## config.mk

```make
export PLATFORM = sky130hd
export DESIGN_NAME = regfile_sb
export DESIGN_NICKNAME = d
export VERILOG_FILES = /design/src/rtl/regfile_sb.sv
export SDC_FILE = /design/constraint.sdc
export NUM_CORES = 2
export LEC_CHECK = 0
export BUFFER_PORTS_ARGS = -buffer_cell sky130_fd_sc_hd__buf_4
export CAP_MARGIN = 15
export CORE_MARGIN = 10
export CORE_UTILIZATION = 54
export CTS_CLUSTER_DIAMETER = 80
export CTS_CLUSTER_SIZE = 14
export DETAILED_ROUTE_END_ITERATION = 8
export PLACE_DENSITY_LB_ADDON = 0.05
export SKIP_LAST_GASP = 1
export SYNTH_ARGS = -nofsm -noshare
export SYNTH_HDL_FRONTEND = slang
export SYNTH_SLANG_ARGS = --single-unit
```

## constraint.sdc

```tcl
create_clock -name clk -period 4.6 [get_ports clk]
set_clock_uncertainty 0.05 [all_clocks]
set_input_delay 0.69 -clock clk [delete_from_list [all_inputs] [get_ports clk]]
set_output_delay 0.69 -clock clk [all_outputs]
set_load 0.01 [all_outputs]
```

## src/rtl/regfile_sb.sv

```systemverilog
// regfile_sb: multi-port integer register file with an in-flight write
// scoreboard that decode uses for RAW-hazard stalls.
//
// Ports:
//   clk, rst              clock; asynchronous active-low reset
//   we/waddr/wdata        NWP writeback ports (always accepted, no handshake)
//   re/raddr -> rdata     NRP combinational read ports
//   rbusy                 per read port: addressed register has a pending write
//   issue_valid/issue_rd  decode announces an instruction that will write issue_rd
//   issue_ready           issue accepted this cycle (combinational)
//   sb_err                sticky: a writeback hit a register with zero in-flight count
//
// Handshake: an issue is accepted on a rising edge where issue_valid and
// issue_ready are both 1. issue_ready never depends on issue_valid, so decode
// may look at it before deciding to issue. Issues to x0 are always ready and
// never counted.
module regfile_sb #(
  parameter int XLEN = 32,
  parameter int NREG = 32,
  parameter int NRP  = 2,
  parameter int NWP  = 2,
  parameter int FWD  = 1,
  parameter int CW   = 2,
  localparam int AW  = $clog2(NREG)
) (
  input  logic                clk,
  input  logic                rst,
  input  logic [NWP-1:0]      we,
  input  logic [NWP*AW-1:0]   waddr,
  input  logic [NWP*XLEN-1:0] wdata,
  input  logic [NRP-1:0]      re,
  input  logic [NRP*AW-1:0]   raddr,
  output logic [NRP*XLEN-1:0] rdata,
  output logic [NRP-1:0]      rbusy,
  input  logic                issue_valid,
  input  logic [AW-1:0]       issue_rd,
  output logic                issue_ready,
  output logic                sb_err
);

  localparam int WBW = $clog2(NWP + 1);
  localparam logic [CW-1:0] CNT_MAX = '1;

  logic [XLEN-1:0] regs_q [NREG];
  logic [XLEN-1:0] regs_d [NREG];
  logic [CW-1:0]   cnt_q  [NREG];
  logic [CW-1:0]   cnt_d  [NREG];
  logic            sb_err_q;
  logic            sb_err_d;
  logic [WBW-1:0]  wb_num [NREG];
  logic            issue_acc;
  int              net;

  // Number of writeback ports targeting each register this cycle (x0 excluded).
  always_comb begin
    for (int r = 0; r < NREG; r++) wb_num[r] = '0;
    for (int k = 0; k < NWP; k++) begin
      if (we[k] && waddr[k*AW +: AW] != '0)
        wb_num[waddr[k*AW +: AW]] = wb_num[waddr[k*AW +: AW]] + WBW'(1);
    end
  end

  // A full counter still accepts an issue when a writeback to the same
  // register frees a slot in the same cycle.
  always_comb begin
    issue_ready = 1'b1;
    if (rst && issue_rd != '0 && cnt_q[issue_rd] == CNT_MAX && wb_num[issue_rd] == '0)
      issue_ready = 1'b0;
  end

  assign issue_acc = rst & issue_valid & issue_ready & (issue_rd != '0);

  // Storage and scoreboard next state.
  always_comb begin
    regs_d   = regs_q;
    sb_err_d = sb_err_q;
    net      = 0;
    // Ascending port order so the highest-index port wins on a collision.
    for (int k = 0; k < NWP; k++) begin
      if (we[k]) regs_d[waddr[k*AW +: AW]] = wdata[k*XLEN +: XLEN];
    end
    regs_d[0] = '0;
    cnt_d[0]  = '0;
    for (int r = 1; r < NREG; r++) begin
      // Issue and writebacks are netted so a simultaneous +1/-1 is a no-op.
      net = int'(cnt_q[r]) - int'(wb_num[r]);
      if (issue_acc && issue_rd == AW'(r)) net = net + 1;
      if (net < 0) begin
        cnt_d[r] = '0;
        sb_err_d = 1'b1;
      end else begin
        cnt_d[r] = CW'(net);
      end
    end
  end

  // Read ports and busy flags; everything reads as idle while in reset.
  always_comb begin
    rdata = '0;
    rbusy = '0;
    for (int p = 0; p < NRP; p++) begin
      if (rst && re[p] && raddr[p*AW +: AW] != '0) begin
        rdata[p*XLEN +: XLEN] = regs_q[raddr[p*AW +: AW]];
        if (FWD != 0) begin
          for (int k = 0; k < NWP; k++) begin
            if (we[k] && waddr[k*AW +: AW] == raddr[p*AW +: AW])
              rdata[p*XLEN +: XLEN] = wdata[k*XLEN +: XLEN];
          end
          // With bypass, the final writeback already delivers the data,
          // so the register stops being busy in that same cycle.
          rbusy[p] = int'(cnt_q[raddr[p*AW +: AW]]) > int'(wb_num[raddr[p*AW +: AW]]);
        end else begin
          rbusy[p] = cnt_q[raddr[p*AW +: AW]] != '0;
        end
      end
    end
  end

  assign sb_err = sb_err_q;

  always_ff @(posedge clk or negedge rst) begin
    if (!rst) begin
      for (int r = 0; r < NREG; r++) begin
        regs_q[r] <= '0;
        cnt_q[r]  <= '0;
      end
      sb_err_q <= 1'b0;
    end else begin
      regs_q   <= regs_d;
      cnt_q    <= cnt_d;
      sb_err_q <= sb_err_d;
    end
  end

endmodule

```

Word level (Yosys, flattened, before mapping)
Memory sizes are Yosys's and may differ from the RTL's. Cells that the tools add are included.

ROM bits: 64. Memories kept: 1. Flip-flop bits (word level): 1055.

Memory list: (name not given) (depth 32, bits a word 2, rd ports 1, clocked after memory_dff 0, wr ports 0, line 59) `wb_num[waddr[k*AW +: AW]] = wb_num[waddr[k*AW +: AW]] + WBW'(1);`.

Order comparisons: 40. Multiplexer cells: 146. Reductions and logical operators: 53. Bitwise operators: 9. Eq/ne operators: 36. Add/sub/neg operators: 64.

Operators by type and width (number): $bwmux W1024 (2); $mux W32 (43); $mux W1024 (1); $lt A32 B1 Y1 const B (31); $mux W992 (1); $bmux W32 S5 (2); $demux W32 S5 (2); $mux W64 (2); $add A3 B2 Y4 const B (31); $mux W2 (49); $sub A2 B2 Y3 (31); $eq A5 B5 Y1 const B (16); $bmux W2 S5 (7); $and A64 B64 Y64 (1); $bwmux W64 (1); $logic_and A1 B1 Y1 (46); $eq A5 B4 Y1 const B (8); $mux W1 (34); $reduce_bool A31 Y1 (1); $ge A6 B6 Y1 const B (5); $not A5 Y6 (5); $reduce_bool A5 Y1 (5); $demux W2 S5 (2); $eq A5 B3 Y1 const B (4); 9 further kinds (18).

Logic depth before layout (Yosys ltp)
Depth after elaboration: 55. Gate-level depth with buffers: 20. Gate-level depth less buffers: 16.

Worst setup path after synthesis
Ideal clock, no wire load.

Kind: input -> output. Start: input waddr[0]. End: output rbusy[1]. Path buffers: 3. Path slack: -0.275 ns. Cell stages on the path: 15. Arrival time: 4.135 ns. Cell sequence: buf_2 xor2_2 nor4_1 o21ai_1 or4_4 buf_6 nor2_4 clkbuf_1 o21ai_0 mux4_2 a21oi_1 o21ai_0 o21a_1 ha_1 a211oi_1.

Word-level cells in the longest chain between the ends: 18. Elaborated cells on any way between the ends: 25. Those cells by class: 2 x add/sub; 3 x order compare; 14 x mux; 2 x bitwise; 3 x reduce/logical; 1 x memory.

RTL lines: from (decl) (line 29) `input logic [NWP*AW-1:0] waddr,`; $not A5 Y6 (implied by the code) (line 59); $mem_v2 Z32 W2, or another cell as far along; $mux W2 (implied by the code) / $logic_and A1 B1 Y1 (equally long branches) (line 59); $mux W2 (implied by the code) (line 59); $add A2 B1 Y2 / $demux W2 S5 (equally long branches) (line 59); $and A64 B64 Y64 (no line); $mux W64 (*) (line 58) `if (we[k] && waddr[k*AW +: AW] != '0)`; $bmux W2 S5 (line 59); $mux W2 (implied by the code) (2 in a row) (line 59); $add A2 B1 Y2 (line 59); $bwmux W64 (line 59); $mux W64 (*) (line 58); $bmux W2 S5 (*) (line 111) `rbusy[p] = int'(cnt_q[raddr[p*AW +: AW]]) > int'(wb_num[raddr[p*AW +: AW]]);`; $mux W2 (implied by the code) (*) (2 in a row) (line 111); $gt A2 B2 Y1 (*) (line 111); $mux W1 (*) (line 102) `if (rst && re[p] && raddr[p*AW +: AW] != '0) begin`; to (decl) (line 34) `output logic [NRP-1:0] rbusy,`.

Every way passes the cells marked *; elsewhere a longest branch is shown, timed or not. The select of a mux whose other input is x is not followed.

Worst setup path after layout
Start: register cnt_q[38] in the netlist's numbering. End: output issue_ready.

Word-level cells in the longest chain between the ends: 7.

RTL lines: from (decl) (line 46) `logic [CW-1:0] cnt_q [NREG];`; from (signal assigned) (line 130) `cnt_q <= cnt_d;`; $bmux W2 S5 (line 67) `if (rst && issue_rd != '0 && cnt_q[issue_rd] == CNT_MAX && wb_num[issue_rd] == '0)`; $mux W2 (implied by the code) (2 in a row) (line 67); $eq A2 B2 Y1 (line 67); $logic_and A1 B1 Y1 (2 in a row) (line 67); $mux W1 (line 67); to (decl) (line 37) `output logic issue_ready,`.

Every way passes these cells. The select of a mux whose other input is x is not followed.

==> results.json <==
{
  "status": "complete, but fails checks",
  "violations": "negative setup slack",
  "p_leak_nw": 35.5,
  "drive_above_1_share_pct": 24.5,
  "wl_per_cell_um": 33.3,
  "required_ns": 3.86,
  "clkLatencyLatePin_ns": 0.73,
  "nFillCells": 10880,
  "synth_top_flop_cell": "dfrtp_1",
  "netlist_area_sq_um": 71400,
  "postRouteAntennaNets": 0,
  "clockBufferDepth": 3,
  "final_common_cell": "dfrtp_1",
  "start_util_pct": 54.3,
  "p_switching_mw": 10.6,
  "drv_cap": 0,
  "setup_viol": 3,
  "grt_max_degree": 164,
  "io_buffer_count": 163,
  "vias": 59289,
  "fin_crit_ns": 5.09,
  "drt_iter0_drc": 8901,
  "cts_buffers": 89,
  "coreArea_sq_um": 131000,
  "yosysSeqAreaShare_pct": 37.0,
  "finalCritPeriodShare_pct": 111,
  "grt-ovfl-total": 0,
  "syn_nets": 7025,
  "cts-root-buf": "clkbuf_16",
  "wirelength_mm": 288,
  "rsz0062_at_grt": "true",
  "timing.final.max_slew_violations": 0,
  "fin_tns_setup_ns": -1.33,
  "die_width_um": 384,
  "drc": 0,
  "cp_max_fo": 4,
  "arrival_ns": 4.35,
  "first_global_vias": 57494,
  "yosys_warnings": 0,
  "gp_congestion": 0.992,
  "final_cell_mix": "dfrtp_1, mux2i_1, nor2_1",
  "slew-limit-headroom_pct": 17.3,
  "clk_pin_slew_ns": 0.07,
  "setup.worst_path.start_class": "flip-flop",
  "synth_edf_count": 0,
  "synth-async-reset-ratio_pct": 100,
  "rows": 133,
  "pwr-share-clk_pct": 24.1,
  "p_int_mw": 21.4,
  "hpwl_mm": 172,
  "fmax_ghz": 0.197,
  "final_nets": 7029,
  "drt_pass1_iterations": 7,
  "worst_pin_slew_ns": 1.24,
  "tritoncts_num_sinks": 1055,
  "p_sw_share_pct": 33.2,
  "h-tree-depth": 3,
  "power_density_nw_per_um2": 399,
  "die_area_sq_um": 147000,
  "grt.total_usage_pct": 38.3,
  "layout_setup_ws_ns": -0.486,
  "vdd_drop_max_mv": 0.352,
  "stdcell_area_sq_um": 80300,
  "grt_pass1_wl_mm": 414,
  "power_frac_comb_pct": 32.4,
  "seqPwrFrac_pct": 43.5,
  "dieHeight_um": 384,
  "ys_ff_latch": 1055,
  "placed_cell_area_sq_um": 77100,
  "antenna_found_initial": 6,
  "syn_inst": 6863,
  "io_pins": 164,
  "area_growth_pct": 12.3,
  "crit_type": "reg -> out",
  "yosysUniqueCellTypes": 86,
  "hold_viol": 0,
  "crit_path_end_kind": "output pin",
  "vias_per_cell": 6.85,
  "synth_area_per_cell_sq_um": 10.4,
  "min_path_type": "in -> reg",
  "cts_tree": "done"
}
cell type report:
type | instances | area (sq um) | area share, %
multi-input cells | 4895 | 42500 | 52.9
repair buffers | 724 | 6190 | 7.71
clock buffers | 98 | 2340 | 2.92
inverters | 102 | 384 | 0.479
clock inverters | 15 | 273 | 0.340
well taps | 1755 | 2200 | 2.74
diodes | 7 | 17.5 | 0.0218
flip-flops and latches | 1055 | 26400 | 32.9
sequential cells by signal, summed over array words and instances, names as in the netlist:
name / cells
regs_q: 992
sb_err: 1
cnt_q: 62
power groups by stage:
stage	registers [mW]	clock network, mW	logic (mW)
2_1_floorplan	13.3	0	7.41
3_3_place_gp	13.8	0	9.88
3_5_place_dp	14.0	0	10.1
4_1_cts	13.8	7.79	10.2
5_1_grt	14.2	8.10	11.2
6_report	13.9	7.72	10.4
cells in the mapped netlist, types with 10 or more instances:
cell type	instances	area, sq um
a211oi_1	68	510
a21oi_1	545	2730
a22o_1	69	604
a22oi_1	13	97.6
a31oi_1	37	231
and3b_1	10	87.6
buf_1	193	724
buf_2	20	100
clkbuf_1	570	2140
clkbuf_2	17	85.1
dfrtp_1	1055	26400
fa_1	31	621
ha_1	35	438
inv_1	100	375
mux2_2	72	811
mux2i_1	1001	10000
mux4_2	636	14300
nand2_1	635	2380
nand2b_1	12	75.1
nand3_1	38	190
nor2_1	779	2920
nor2b_1	12	75.1
nor3_1	59	295
nor4_1	15	93.8
o211ai_1	10	75.1
o21a_1	24	180
o21ai_0	570	2850
o31ai_1	24	180
xnor2_1	19	166
xor2_1	39	342
final timing paths:
kind	to	from	depth (start not counted)	slack (ns)
worst max register to register	cnt_q[53]$_DFF_PN0_	cnt_q[38]$_DFF_PN0_	14	0.42
worst min register to register	regs_q[985]$_DFF_PN0_	regs_q[985]$_DFF_PN0_	2	0.52
max in group asynchronous	regs_q[33]$_DFF_PN0_	rst	4	1.95
min in group asynchronous	cnt_q[28]$_DFF_PN0_	rst	2	0.41
worst min-delay path	regs_q[482]$_DFF_PN0_	wdata[34]	3	0.36
worst max-delay path	issue_ready	cnt_q[38]$_DFF_PN0_	11	-0.49
per-stage QoR:
| step | setup WS, ns | cells | hold WS [ns] | util [%] | power (mW) |
|---|---|---|---|---|---|
| 2_1_floorplan | -0.0293 | 6863 | 0.344 | - | 20.7 |
| 3_3_place_gp | -0.618 | 8507 | 0.493 | 58.6 | 23.7 |
| 3_5_place_dp | -0.667 | 8507 | 0.501 | 58.6 | 24.1 |
| 4_1_cts | -0.547 | 8638 | 0.318 | 60.8 | 31.8 |
| 5_1_grt | -0.611 | 8646 | 0.351 | 61.0 | 33.5 |
| 6_report | -0.486 | 8651 | 0.357 | 61.0 | 32.0 |
worst max-delay path, cell delays in order (launching register included):
cell      delay, ns
dfrtp_1        0.42
nand2_2        0.15
mux4_2         0.48
a221o_1        0.38
nor4b_2        0.25
o311ai_1       0.20
or4b_1         0.57
a2111o_2       0.49
buf_4          0.17
o22ai_2        0.17
o211ai_1       0.15
buf_4          0.19
metal layers:
| metal | routed length, um | vias up | GRT usage, % | part of all wire, % |
|---|---|---|---|---|
| li1 | - | 24973 | - | - |
| met1 | 116000 | 29851 | 53.9 | 40 |
| met2 | 125000 | 3736 | 55.6 | 43 |
| met3 | 32100 | 723 | 9.67 | 11 |
| met4 | 15400 | 6 | 17.4 | 5.3 |
| met5 | 44 | - | 0 | 0.015 |
kinds of logic (layout without fill, tap and decap cells):
logic type	Yosys count	count (layout)	synth area share [%]
other	0	7	0
buffers and inverters	914	939	4.97
AOI/OAI and AO/OA	1422	1422	11.2
xor gates and xnor gates	59	59	0.734
adders and majority gates	66	66	1.48
DFF	1055	1055	37.0
muxes	1709	1709	35.2
and+or+nand+nor	1638	1639	9.43
timing repair:
item	4_1_cts	5_1_grt
buffers inserted	17	7
endpoints found under the setup margin	3	5
hold buffers	1	0
endpoints found under the hold margin	31	0
pin swaps	14	21
gates resized for setup	30	46
gates cloned	0	1
(Power assumes the default switching activity.)
